--- config.mk ---
export PLATFORM = sky130hd
export DESIGN_NAME = draw_bird_flat
export DESIGN_NICKNAME = d
export VERILOG_FILES = /design/src/rtl/bird_pkg.sv /design/src/rtl/vga_if.sv /design/src/rtl/bird_physics.sv /design/src/rtl/draw_bird.sv /design/src/flat_wrapper.sv
export SDC_FILE = /design/constraint.sdc
export NUM_CORES = 1
export LEC_CHECK = 0
export CAP_MARGIN = 20
export CORE_UTILIZATION = 40
export CTS_BUF_LIST = sky130_fd_sc_hd__clkbuf_4 sky130_fd_sc_hd__clkbuf_8 sky130_fd_sc_hd__clkbuf_16
export DETAILED_ROUTE_END_ITERATION = 10
export GPL_ROUTABILITY_DRIVEN = 0
export PLACE_DENSITY = 0.65
export SYNTH_ARGS = -nofsm -noshare
export SYNTH_HDL_FRONTEND = slang
export SYNTH_HIERARCHICAL = 1
export SYNTH_SLANG_ARGS = --single-unit
--- constraint.sdc ---
create_clock -name clk -period 7.3 [get_ports clk]
set_input_delay 1.46 -clock clk [delete_from_list [all_inputs] [get_ports clk]]
set_output_delay 1.46 -clock clk [all_outputs]
set_load 0.01 [all_outputs]
--- src/rtl/bird_pkg.sv ---
// Shared bird types and default geometry/physics constants for the bird, pipe and collision blocks.
package bird_pkg;

  typedef enum logic [1:0] {
    IDLE = 2'd0,
    FLY  = 2'd1,
    DEAD = 2'd2
  } state_t;

  localparam int unsigned CW_DEF       = 11;
  localparam int unsigned VW_DEF       = 8;
  localparam int unsigned BIRD_X_DEF   = 400;
  localparam int unsigned BIRD_W_DEF   = 32;
  localparam int unsigned BIRD_H_DEF   = 24;
  localparam int unsigned Y_START_DEF  = 288;
  localparam int unsigned SCREEN_H_DEF = 600;
  localparam int unsigned GRAVITY_DEF  = 1;
  localparam int          FLAP_VEL_DEF = -9;
  localparam int unsigned VMAX_DEF     = 12;
  localparam logic [11:0] BIRD_RGB_DEF = 12'h0F0;
  localparam logic [11:0] DEAD_RGB_DEF = 12'hF00;

endpackage

--- src/rtl/vga_if.sv ---
// VGA raster position as seen by the sprite renderers.
interface vga_if;
  import bird_pkg::*;

  logic [CW_DEF-1:0] hcount;
  logic [CW_DEF-1:0] vcount;

  modport in  (input hcount, input vcount);
  modport out (output hcount, output vcount);
endinterface

--- src/rtl/bird_physics.sv ---
// Frame-synchronous bird physics: flap edge detect, per-frame tick, gravity, ceiling clamp, ground hit.
module bird_physics
  import bird_pkg::*;
#(
  parameter int unsigned CW       = CW_DEF,
  parameter int unsigned VW       = VW_DEF,
  parameter int unsigned BIRD_H   = BIRD_H_DEF,
  parameter int unsigned Y_START  = Y_START_DEF,
  parameter int unsigned SCREEN_H = SCREEN_H_DEF,
  parameter int unsigned GRAVITY  = GRAVITY_DEF,
  parameter int          FLAP_VEL = FLAP_VEL_DEF,
  parameter int unsigned VMAX     = VMAX_DEF
) (
  input  logic          clk,
  input  logic          rst,
  input  logic          i_game_rst,
  input  logic          i_mouse_left,
  input  logic [CW-1:0] i_hcount,
  input  logic [CW-1:0] i_vcount,
  output logic [CW-1:0] o_bird_y,
  output logic          o_dead
);

  localparam int unsigned YW = CW + 1;
  localparam int unsigned SW = VW + 1;

  state_t                r_state, w_state_n;
  logic [CW-1:0]         r_bird_y, w_bird_y_n;
  logic signed [VW-1:0]  r_vel, w_vel_n;
  logic                  r_dead, w_dead_n;
  logic                  r_flap_pend, w_flap_pend_n;
  logic                  r_mouse_q;
  logic                  w_tick, w_rise, w_apply;
  logic signed [SW-1:0]  w_vel_grav;
  logic signed [VW-1:0]  w_vel_cand;
  logic signed [YW-1:0]  w_y_cand;
  logic [YW-1:0]         w_y_bottom;
  logic                  w_ceiling, w_ground;

  assign w_tick = (i_vcount == CW'(SCREEN_H)) && (i_hcount == '0);
  assign w_rise = i_mouse_left & ~r_mouse_q;

  // Candidate motion for this tick; only committed when w_apply is set.
  assign w_vel_grav = SW'(r_vel) + $signed(SW'(GRAVITY));
  assign w_vel_cand = r_flap_pend ? VW'(FLAP_VEL)
                    : (w_vel_grav > $signed(SW'(VMAX))) ? VW'(VMAX) : VW'(w_vel_grav);
  assign w_y_cand   = $signed({1'b0, r_bird_y}) + YW'(w_vel_cand);
  assign w_y_bottom = $unsigned(w_y_cand) + YW'(BIRD_H);
  assign w_ceiling  = w_y_cand[YW-1];
  assign w_ground   = w_y_bottom >= YW'(SCREEN_H);

  always_ff @(posedge clk or negedge rst) begin
    if (!rst) begin
      r_state     <= IDLE;
      r_bird_y    <= CW'(Y_START);
      r_vel       <= '0;
      r_dead      <= 1'b0;
      r_flap_pend <= 1'b0;
      r_mouse_q   <= 1'b0;
    end else begin
      r_state     <= w_state_n;
      r_bird_y    <= w_bird_y_n;
      r_vel       <= w_vel_n;
      r_dead      <= w_dead_n;
      r_flap_pend <= w_flap_pend_n;
      r_mouse_q   <= i_mouse_left;
    end
  end

  always_comb begin
    w_state_n     = r_state;
    w_bird_y_n    = r_bird_y;
    w_vel_n       = r_vel;
    w_dead_n      = r_dead;
    w_flap_pend_n = r_flap_pend | w_rise;
    w_apply       = 1'b0;

    case (r_state)
      IDLE: if (w_tick) begin
        w_flap_pend_n = w_rise;
        w_apply       = r_flap_pend;
      end
      FLY: if (w_tick) begin
        w_flap_pend_n = w_rise;
        w_apply       = 1'b1;
      end
      DEAD:    w_flap_pend_n = 1'b0;
      default: w_state_n     = IDLE;
    endcase

    if (w_apply) begin
      w_state_n = FLY;
      if (w_ceiling) begin
        w_bird_y_n = '0;
        w_vel_n    = '0;
      end else if (w_ground) begin
        w_bird_y_n = CW'(SCREEN_H - BIRD_H);
        w_vel_n    = '0;
        w_dead_n   = 1'b1;
        w_state_n  = DEAD;
      end else begin
        w_bird_y_n = CW'(w_y_cand);
        w_vel_n    = w_vel_cand;
      end
    end

    // Restart overrides everything, including a coincident tick.
    if (i_game_rst) begin
      w_state_n     = IDLE;
      w_bird_y_n    = CW'(Y_START);
      w_vel_n       = '0;
      w_dead_n      = 1'b0;
      w_flap_pend_n = 1'b0;
    end
  end

  assign o_bird_y = r_bird_y;
  assign o_dead   = r_dead;

endmodule

--- src/rtl/draw_bird.sv ---
// Bird sprite: physics instance plus one-cycle registered pixel compare and colour select.
module draw_bird
  import bird_pkg::*;
#(
  parameter int unsigned CW       = CW_DEF,
  parameter int unsigned VW       = VW_DEF,
  parameter int unsigned BIRD_X   = BIRD_X_DEF,
  parameter int unsigned BIRD_W   = BIRD_W_DEF,
  parameter int unsigned BIRD_H   = BIRD_H_DEF,
  parameter int unsigned Y_START  = Y_START_DEF,
  parameter int unsigned SCREEN_H = SCREEN_H_DEF,
  parameter int unsigned GRAVITY  = GRAVITY_DEF,
  parameter int          FLAP_VEL = FLAP_VEL_DEF,
  parameter int unsigned VMAX     = VMAX_DEF,
  parameter logic [11:0] BIRD_RGB = BIRD_RGB_DEF,
  parameter logic [11:0] DEAD_RGB = DEAD_RGB_DEF
) (
  input  logic          clk,
  input  logic          rst,
  input  logic          game_rst,
  input  logic          mouse_left,
  vga_if.in             vin,
  output logic [11:0]   rgb,
  output logic          valid,
  output logic [CW-1:0] bird_y,
  output logic          dead
);

  localparam int unsigned YW = CW + 1;

  logic [CW-1:0] w_bird_y;
  logic          w_dead;
  logic [YW-1:0] w_hx, w_vy, w_top, w_bot;
  logic          w_hit;
  logic [11:0]   r_rgb;
  logic          r_valid;

  bird_physics #(
    .CW(CW), .VW(VW), .BIRD_H(BIRD_H), .Y_START(Y_START), .SCREEN_H(SCREEN_H),
    .GRAVITY(GRAVITY), .FLAP_VEL(FLAP_VEL), .VMAX(VMAX)
  ) u_phys (
    .clk          (clk),
    .rst          (rst),
    .i_game_rst   (game_rst),
    .i_mouse_left (mouse_left),
    .i_hcount     (vin.hcount),
    .i_vcount     (vin.vcount),
    .o_bird_y     (w_bird_y),
    .o_dead       (w_dead)
  );

  // One extra bit so the bottom edge never wraps.
  assign w_hx  = {1'b0, vin.hcount};
  assign w_vy  = {1'b0, vin.vcount};
  assign w_top = {1'b0, w_bird_y};
  assign w_bot = w_top + YW'(BIRD_H);
  assign w_hit = (w_hx >= YW'(BIRD_X)) && (w_hx < YW'(BIRD_X + BIRD_W)) &&
                 (w_vy >= w_top) && (w_vy < w_bot);

  always_ff @(posedge clk or negedge rst) begin
    if (!rst) begin
      r_valid <= 1'b0;
      r_rgb   <= 12'h000;
    end else begin
      r_valid <= w_hit;
      r_rgb   <= w_hit ? (w_dead ? DEAD_RGB : BIRD_RGB) : 12'h000;
    end
  end

  assign rgb    = r_rgb;
  assign valid  = r_valid;
  assign bird_y = w_bird_y;
  assign dead   = w_dead;

endmodule

--- src/flat_wrapper.sv ---
// flat-port wrapper written by rule: the top's interface ports become plain ports
module draw_bird_flat import bird_pkg::*;
#(
  parameter int unsigned CW       = CW_DEF,
  parameter int unsigned VW       = VW_DEF,
  parameter int unsigned BIRD_X   = BIRD_X_DEF,
  parameter int unsigned BIRD_W   = BIRD_W_DEF,
  parameter int unsigned BIRD_H   = BIRD_H_DEF,
  parameter int unsigned Y_START  = Y_START_DEF,
  parameter int unsigned SCREEN_H = SCREEN_H_DEF,
  parameter int unsigned GRAVITY  = GRAVITY_DEF,
  parameter int          FLAP_VEL = FLAP_VEL_DEF,
  parameter int unsigned VMAX     = VMAX_DEF,
  parameter logic [11:0] BIRD_RGB = BIRD_RGB_DEF,
  parameter logic [11:0] DEAD_RGB = DEAD_RGB_DEF
)
  (clk, rst, game_rst, mouse_left, rgb, valid, bird_y, dead, vin_hcount, vin_vcount);
  vga_if vin_i ();
  input  logic clk;
  input  logic rst;
  input  logic game_rst;
  input  logic mouse_left;
  output logic [11:0] rgb;
  output logic valid;
  output logic [CW-1:0] bird_y;
  output logic dead;
  input wire logic [$bits(vin_i.hcount)-1:0] vin_hcount;
  input wire logic [$bits(vin_i.vcount)-1:0] vin_vcount;
  assign vin_i.hcount = vin_hcount;
  assign vin_i.vcount = vin_vcount;
  draw_bird #(.CW(CW), .VW(VW), .BIRD_X(BIRD_X), .BIRD_W(BIRD_W), .BIRD_H(BIRD_H), .Y_START(Y_START), .SCREEN_H(SCREEN_H), .GRAVITY(GRAVITY), .FLAP_VEL(FLAP_VEL), .VMAX(VMAX), .BIRD_RGB(BIRD_RGB), .DEAD_RGB(DEAD_RGB)) u_core (.clk(clk), .rst(rst), .game_rst(game_rst), .mouse_left(mouse_left), .vin(vin_i), .rgb(rgb), .valid(valid), .bird_y(bird_y), .dead(dead));
endmodule
Yosys cells after proc, flatten, opt, wreduce, memory -nomap -nowiden --
Cells that the tools add are included.
Storage, ports and cells: flip-flop bits (word level) 37, latch bits 0, RAM bits 0, bits in read-only memories 0, input bits 26, output and inout port bits 25, word-level logic and storage cells 64, memories kept 0
Cells by class: add/subtract/negate cells 4, multipliers 0, divide/modulo/power cells 0, order comparisons 6, eq/ne operators 5, shift operators 0, mux-type cells 27, bitwise operators 3, reduce and logical (&&, ||, !) cells 11
Operators with widths (count):
- 8-bit 2-to-1 mux | 6
- 11-bit 2-to-1 mux | 4
- 12-bit 2-to-1 mux | 2
- 11-bit by 5-bit adder with 12-bit output (second input constant) | 1
- 12-bit by 5-bit adder with 12-bit output (second input constant) | 1
- 12-bit by 8-bit adder with 12-bit output | 1
- 12-bit by 10-bit greater-or-equal comparator with 1-bit output (second input constant) | 1
- 11-bit by 12-bit < comparator with 1-bit output | 1
- 11-bit by 10-bit equality test with 1-bit output (second input constant) | 1
- 11-bit greater-or-equal comparator | 1
- 11-bit by 9-bit greater-or-equal comparator with 1-bit output (second input constant) | 1
- 11-bit zero test | 1
- 11-bit by 9-bit < comparator with 1-bit output (second input constant) | 1
- 2-bit 2-to-1 mux | 5
- 8-bit by 2-bit adder with 9-bit output (second input constant) | 1
- 9-bit by 5-bit > comparator with 1-bit output (second input constant) | 1
- 1-bit 2-to-1 mux | 8
- 1-bit logical AND | 4
- 1-bit case mux with 2 select lines | 2
- 2-bit nonzero test | 2
- 3-bit by 1-bit != test with 1-bit output (second input constant) | 1
- 3-bit AND reduction | 1
- 3-bit OR reduction | 1
- 2-bit by 1-bit equality test with 1-bit output (second input constant) | 1
- other kinds (7) | 7

Logic depth before layout (Yosys ltp) --
depth in word-level cells 11, gate-level depth with buffers 23, mapped depth without buffers 22

Hierarchy --
Netlist, hierarchy kept.
Modules (own cells, without submodules):
- bird_physics | times used 1, cells an instance 271, area an instance 2317.2 um^2, seq. area each 603.1 um^2
- draw_bird | times used 1, cells an instance 93, area an instance 775.7 um^2, seq. area each 75.1 um^2

Worst setup path after synthesis --
OpenSTA, ideal clock, no wires.
path type reg-to-reg, from register u_core.u_phys.r_vel[0], to register u_core.u_phys.r_bird_y[0] (netlist: u_core/u_phys/o_bird_y[0]), setup time 0.103 ns, arrival 5.367 ns, data required time 7.197 ns, path slack 1.829 ns, stages on the path, launching flop included 24, path buffers 1, period minus slack after synthesis 5.471 ns, cells stage by stage dfrtp_1 > ha_1 > nand4_1 > nor2_2 > a311o_2 > o31ai_4 > nand2_1 > a21oi_1 > inv_1 > ha_1 > and3_1 > a211o_1 > xor2_1 > mux2_2 > inv_1 > and3_2 > inv_2 > ha_1 > nor4_1 > xnor2_1 > mux2i_1 > or4_4 > buf_6 > o41ai_2
Between the ends: cells in the longest elaborated chain, start to end 11
Ends and longest elaborated chain:
- start, declared | line bird_physics.sv:29 | logic signed [VW-1:0] r_vel, w_vel_n;
- start signal, assigned | line bird_physics.sv:63 | r_vel <= w_vel_n;
- 8-bit by 2-bit adder with 9-bit output * | line bird_physics.sv:44 | assign w_vel_grav = SW'(r_vel) + $signed(SW'(GRAVITY));
- 9-bit by 5-bit > comparator with 1-bit output | line bird_physics.sv:46 | : (w_vel_grav > $signed(SW'(VMAX))) ? VW'(VMAX) : VW'(w_vel_grav);
- 8-bit 2-to-1 mux * | line bird_physics.sv:46
- 8-bit 2-to-1 mux * | line bird_physics.sv:45 | assign w_vel_cand = r_flap_pend ? VW'(FLAP_VEL)
- 12-bit by 8-bit adder with 12-bit output * | line bird_physics.sv:47 | assign w_y_cand = $signed({1'b0, r_bird_y}) + YW'(w_vel_cand);
- 12-bit by 5-bit adder with 12-bit output | line bird_physics.sv:48 | assign w_y_bottom = $unsigned(w_y_cand) + YW'(BIRD_H);
- 12-bit by 10-bit greater-or-equal comparator with 1-bit output | line bird_physics.sv:50 | assign w_ground = w_y_bottom >= YW'(SCREEN_H);
- 11-bit 2-to-1 mux | line bird_physics.sv:96 | end else if (w_ground) begin
- 11-bit 2-to-1 mux * | line bird_physics.sv:93 | if (w_ceiling) begin
- 11-bit 2-to-1 mux * | line bird_physics.sv:91 | if (w_apply) begin
- 11-bit 2-to-1 mux * | line bird_physics.sv:108 | if (i_game_rst) begin
- end signal, assigned | line bird_physics.sv:55 | r_bird_y <= CW'(Y_START);
- end signal, assigned | line bird_physics.sv:62 | r_bird_y <= w_bird_y_n;
- end, declared | line bird_physics.sv:28 | logic [CW-1:0] r_bird_y, w_bird_y_n;
Mark *: on every way between the ends. The rest lies on a longest branch, timed or not. The select of a mux whose other input is x is not followed. A chain may end at the register's enable or synchronous reset.

Worst setup path in the final report --
Same ends and word-level chain as after synthesis.

==> impl_metrics.toml <==
[power_and_ir_drop]
p_per_area_mw_per_mm2 = 89.81
ir_worst_vdd_uv = 51.81
p_leak_nw = 1.542
power_uw = 325.2

[logic_synthesis]
synthMuxAreaShare_pct = 1.416
synth_seq_area_share_pct = 21.93
synth_xor_area_share_pct = 6.189
synth_area_leaders = "dfrtp_1 (20%), ha_1 (14%), o21ai_0 (3.9%)"
yosys_warnings = 6
synthArstFlopShare_pct = 100.0
syn_area_sq_mm = 0.003093
syn_inst = 364
yosysTopAreaCell = "dfrtp_1"
synthFlopType = "dfrtp_1"
yosys.area_share.simple_pct = 24.07
yosys.area.top_type_share_pct = 20.23
synth-compound-area-share_pct = 23.67
synth.distinct_cells = 83
synth_top_family_by_area = "simple AND/OR/NAND/NOR gates"
syn_avg_cell_area_sq_um = 8.497
synth_edf_count = 0
synthAdderAreaFrac_pct = 15.17
ys_ff_latch = 27

[cts]
post_cts_resized = 0
cts_buffers = 3
clockBufferDepth = 2
root_buffer = "clkbuf_8"
cts_hold_buf = 0
cts_tree = "done"
cts_sinks = 27
post_cts_buffers = 0
htree_levels = 1
clock_latency_ns = 0.28
cts.clk_slew.worst_paths_ns = 0.10

[floorplanning]
pin_count = 51
start_util_pct = 41.97
std_cell_rows = 31
die_h_um = 89.94
core_area_sq_mm = 0.007370
die_area_sq_mm = 0.008088
die_w_um = 89.94

[setup_path]
worstPathCellList = "ha_1, nor2b_1, a21o_1, a211oi_2, o31ai_4, nand2_1, a21oi_1, inv_1, ha_1, and3_1, a211o_1, xor2_1, mux2_2, inv_1, and3_2, inv_2, ha_1, nor4_1, xnor2_1, mux2i_1, or4_4, o41ai_2"
slowest_stage = "or4_4"
cp_common_cell = "ha_1"
regToRegStartpoint = "u_core/u_phys/r_vel[0]"
cp.arrival_ns = 6.23
crit_type = "flip-flop to flip-flop"
r2r_setup_slack_ns = 1.25
rr_worst_depth = 22
critPathMaxStageDelay_ns = 0.68
crit_end = "u_core/u_phys/o_bird_y[0]"
startpoint = "u_core/u_phys/r_vel[0]"
r2r-end = "u_core/u_phys/o_bird_y[0]"
required_ns = 7.48
path_max_fanout = 20
cp-end-kind = "flip-flop"
start_kind = "flip-flop"

[placement]
dp_worst_setup_slack_ns = 1.324
dp_hpwl_um = 6425
port_buffers = 46
dp_cells = 491

[timing]
slew_violations = 0
fin_crit_ns = 6.052
timing_hold_violations_final = 0
rsz0062_at_grt = "false"
finalCritPeriodShare_pct = 82.90
skew_ns = 0.01174
tns_ns = 0
worst_hold_slack_ns = 0.5173
worst_slew_margin_rel_pct = 53.53
setup_viol = 0
worst_slack_ns = 1.248
max_slew.worst_pin.slew_ns = 0.6907
max_freq_ghz = 0.1652

[cells_and_area]
fin_cells = 496
fin_nets = 460
drive_gt1_share_pct = 9.824
n_antenna_cell = 0
area_growth_pct = 17.07
mostFrequentLayoutCell = "clkdlybuf4s50_1"
final_cell_mix = "clkdlybuf4s50_1 (46), ha_1 (35), nand2_1 (31)"

[global_routing]
grtUsageTotal_pct = 20.19
grt_pass1_vias = 2716
overflow = 0
grt_pass1_wl_um = 13480
grt_max_degree = 28
antenna_found_initial = 0

[routing]
wl_per_cell_um = 16.07
routed_wl_um = 7969
vias = 2795
antenna_left = 0
drt-vias-per-instance = 5.635
drtPass1Iterations = 4
drc_errors = 0
first_iter_violations = 152

[run]
cap_violations = 0

[run_status]
outcome = "complete, no violations"

[worst_hold_path]
hold_class = "flip-flop to flip-flop"
## cells by family (layout without fill, tap and decap cells)
logic type	Yosys count	count (layout)
compound gates	97	97
xor+xnor	21	21
fa+ha+maj	37	37
buf+inv	47	77
flops	27	27
mux	4	4
other cells	1	4
simple gates	130	130
## cell type report
cell class / count / area (sq um)
multi-input combinational: 293 / 2196
fill: 721 / 3749
clock buffer: 3 / 41.29
tap: 99 / 123.9
inverter: 24 / 90.09
sequential: 27 / 678.2
timing repair buffer: 49 / 483.0
clock inverter: 1 / 8.758
## registers in the layout (all words and copies together) (netlist names)
signal and count:
u_core/rgb 2, u_core/u_phys/o_bird_y 11, u_core/u_phys/o_dead 1, u_core/u_phys/r_flap_pend 1, u_core/u_phys/r_mouse_q 1, u_core/u_phys/r_state 2, u_core/u_phys/r_vel 8, u_core/valid 1
## where the power goes
group          switching [mW]  internal, mW  total [mW]
registers             0.00196         0.150       0.152
clock network          0.0495        0.0401      0.0895
logic                  0.0470        0.0366      0.0836
total                  0.0984         0.227       0.325
## synthesized netlist by cell type, types with 5 or more instances
library cell  instances
o31ai_1               5
o21ai_0              24
nor2b_1               5
xnor2_1              13
buf_4                10
nor4_1                5
inv_1                23
nand2b_1              7
nand2_1              31
a21o_1                9
clkbuf_1             10
nor3_1               10
dfrtp_1              25
ha_1                 35
xor2_1                7
nand3_1              10
nand4_1               8
a21oi_1              15
nor2_1               15
## worst max-delay path, delay by kind of cell, from the launching register on
family	cells	cell delay, ns
compound gates	6	1.57
xor+xnor	2	0.43
fa+ha+maj	3	0.79
buf+inv	3	0.18
flops	1	0.47
mux	2	0.45
simple gates	6	2.04
## per-layer routing
metal / share of wire, % / vias up / GRT usage [%]
met3: 3.9 / 8 / 1.523
li1: - / 1405 / -
met2: 46 / 72 / 33.78
met4: 1.5 / 0 / 4.973
met5: 0 / - / 0
met1: 49 / 1310 / 28.23
## worst min path at each step
stage	cells past startpoint	slack, ns	from	end
after global placement	1	0.48	u_core/u_phys/o_dead	u_core/rgb[7]
after global routing	1	0.55	u_core/u_phys/o_dead	u_core/rgb[7]
after detailed placement	1	0.51	u_core/u_phys/o_dead	u_core/rgb[7]
final	1	0.52	u_core/u_phys/o_dead	u_core/rgb[7]
after CTS	1	0.52	u_core/u_phys/o_dead	u_core/rgb[7]
after floorplan	1	0.48	u_core/u_phys/r_state[1]	u_core/u_phys/r_flap_pend
## per-stage QoR
step                      utilization [%]  cell area (sq um)
after global routing                49.13               3621
after detailed placement            48.35               3563
after floorplan                         -               3104
after global placement              48.35               3563
after CTS                           49.03               3613
final                               49.13               3621
No activity file was read; power rests on OpenSTA's default activity.
==> variant (same settings) <==
`r_rgb` no longer has a reset.
--- a/src/rtl/draw_bird.sv
+++ b/src/rtl/draw_bird.sv
@@ -60,11 +60,13 @@
   always_ff @(posedge clk or negedge rst) begin
     if (!rst) begin
       r_valid <= 1'b0;
-      r_rgb   <= 12'h000;
     end else begin
       r_valid <= w_hit;
-      r_rgb   <= w_hit ? (w_dead ? DEAD_RGB : BIRD_RGB) : 12'h000;
     end
+  end
+
+  always_ff @(posedge clk) begin
+    r_rgb <= w_hit ? (w_dead ? DEAD_RGB : BIRD_RGB) : 12'h000;
   end
 
   assign rgb    = r_rgb;
Behaviour: not the same (a bounded check fails within 4 cycles, from zero or initial values and one cycle with rst low).
==> variant against the original RTL <==
- wire length rose by 2.3%
- worst setup slack got worse by 69 ps
- combinational power rose by 3.1%
- sequential cell count did not move
- clock power barely moved
- synthesized area rose by 0.53%
- utilization rose by 0.17 points
- synthesized cell count rose by 0.27%
- cell area rose by 0.35%
- total power rose by 0.71%
- clock skew fell by 9.1 ps
- die area rose by 0.51%
- critical path depth did not move
- critical endpoint unchanged
==> variant: results (changes against the original RTL) <==
| Metric | Value |
|---|---|
| Outcome | `finished clean` |
| Vias in the first global route | `2656 (-2.2%)` |
| Top post-synthesis cells by area | `dfrtp_1, ha_1, nand2_1, o21ai_0, xnor2_1` |
| Largest net degree at the start of global routing | `26 (-7.1%)` |
| Synth cell types | `82 (-1.2%)` |
| Antenna violations before repair | `0 (unchanged)` |
| Crit path from | `u_core/u_phys/r_vel[0]` |
| Placed standard-cell area | `3580 sq um (+0.46%)` |
| First-pass GRT wire length | `13.2 mm (-1.9%)` |
| HPWL Detailed | `6.47 mm (+0.74%)` |
| GRT Util Overall | `20.0% (-0.23 points)` |
| DR WL/cell | `16.4 microns (+2.1%)` |
| R2R depth | `22 (unchanged)` |
| LEAKAGE | `1.54 nW (+0.16%)` |
| Max FO, Critical Path | `20 (unchanged)` |
| WHS Endpoint | `u_core/rgb[7]` |
| FFs w/ async S/R, synth | `92.6% (-7.4 points)` |
| Internal power | `0.226 mW (-0.46%)` |
| Cell family with most CP delay | `simple AND/OR/NAND/NOR gates` |
| Hold Crit Depth | `1 (unchanged)` |
| Filler cell count | `711 (-1.4%)` |
| Setup Fix Bufs, Post-CTS | `0 (unchanged)` |
| Total CTS buffers | `3 (unchanged)` |
| Slew @ Worst Pin | `624 ps (-67.1 ps)` |
| Port Buf Inserts | `46 (unchanged)` |
| Hold WC Path Type | `flop to flop` |
| Routed vias/inst | `5.83 (+3.5%)` |
| H-tree depth | `1 (unchanged)` |
| Most frequent cells after synthesis | `ha_1, nand2_1, dfrtp_1, o21ai_0, inv_1` |
| Crit path DAT | `6300 ps (+70 ps)` |
| RR Endpoint | `u_core/u_phys/o_bird_y[0]` |
| Slowest CP cell | `or4_4` |
| Insertion delay to the later sink of the worst-skew pair | `280 ps (about the same)` |
| Share of layout cells above drive strength 1 | `11.8% (+2.0 points)` |
| Post-layout net count | `461 (+0.22%)` |
| DRC Markers | `0 (unchanged)` |
| Largest register FFs | `11 (unchanged)` |
| R2R Setup Slk | `1180 ps (-70 ps)` |
| Clock-pin slew on the worst setup and hold paths | `100 ps (about the same)` |
| Drt pass-1 iters | `4 (unchanged)` |
| Worst stage delay on the critical path | `700 ps (+20 ps)` |
| Final setup skew | `2.62 ps (-9.11 ps)` |
| Sequential area share after synthesis | `21.5% (-0.44 points)` |
| Drt first-iter violations | `134 (-12%)` |
| Peak VDD IR | `0.0726 mV (+40%)` |
-- variant: cell types whose count changed after synthesis, sizes merged, moves of 2 or more --
cell    before  now
nand2       31   33
nor2b        5    3
nand4        8   10
a21oi       15   18
nand3b       3    5
dfxtp        0    2
dfrtp       25   23
-- variant: routing by layer --
| metal | up-vias | GRT usage (%) | wire length, microns |
|---|---|---|---|
| li1 | 1411 | - | - |
| met1 | 1385 | 27.9 | 3900 |
| met2 | 92 | 31.2 | 3730 |
| met3 | 11 | 3.38 | 412 |
| met4 | 0 | 6.18 | 105 |
| met5 | - | 0 | 0 |
-- variant: power groups by stage --
stage | Combinational [mW] | Sequential, mW | Clock [mW]
after detailed placement | 0.0848 | 0.155 | 0
after global routing | 0.0946 | 0.152 | 0.0976
final | 0.0862 | 0.152 | 0.0895
after CTS | 0.0852 | 0.152 | 0.0905
after floorplan | 0.0578 | 0.153 | 0
after global placement | 0.0832 | 0.155 | 0
-- variant: per-stage QoR --
stage	hold slack [ps]	worst slack, ps	utilization (%)	cells
finish	526	1180	49.3	497
floorplan	480	1830	-	368
CTS	531	1240	49.2	496
detailed placement	525	1280	48.6	492
global placement	512	1530	48.6	492
global route	557	740	49.3	497
-- variant: final cells by class --
class	instances	area share, %
Clock inverter	1	0.207
Tap cell	99	3.41
Multi-Input combinational cell	295	61.3
Inverter	23	2.38
Timing Repair Buffer	49	13.2
Sequential cell	27	18.4
Clock buffer	3	1.14
-- variant: cells by family after synthesis --
kind of cell,Yosys count,synth area share (%)
multiplexers,4,1.41
buffers and inverters,46,7.28
XOR/XNOR,21,6.16
AND/OR/NAND/NOR,134,25.6
other,1,0.121
AO/OA/AOI/OAI,95,22.8
adder cells (fa/ha/maj),37,15.1
flip-flops,27,21.5
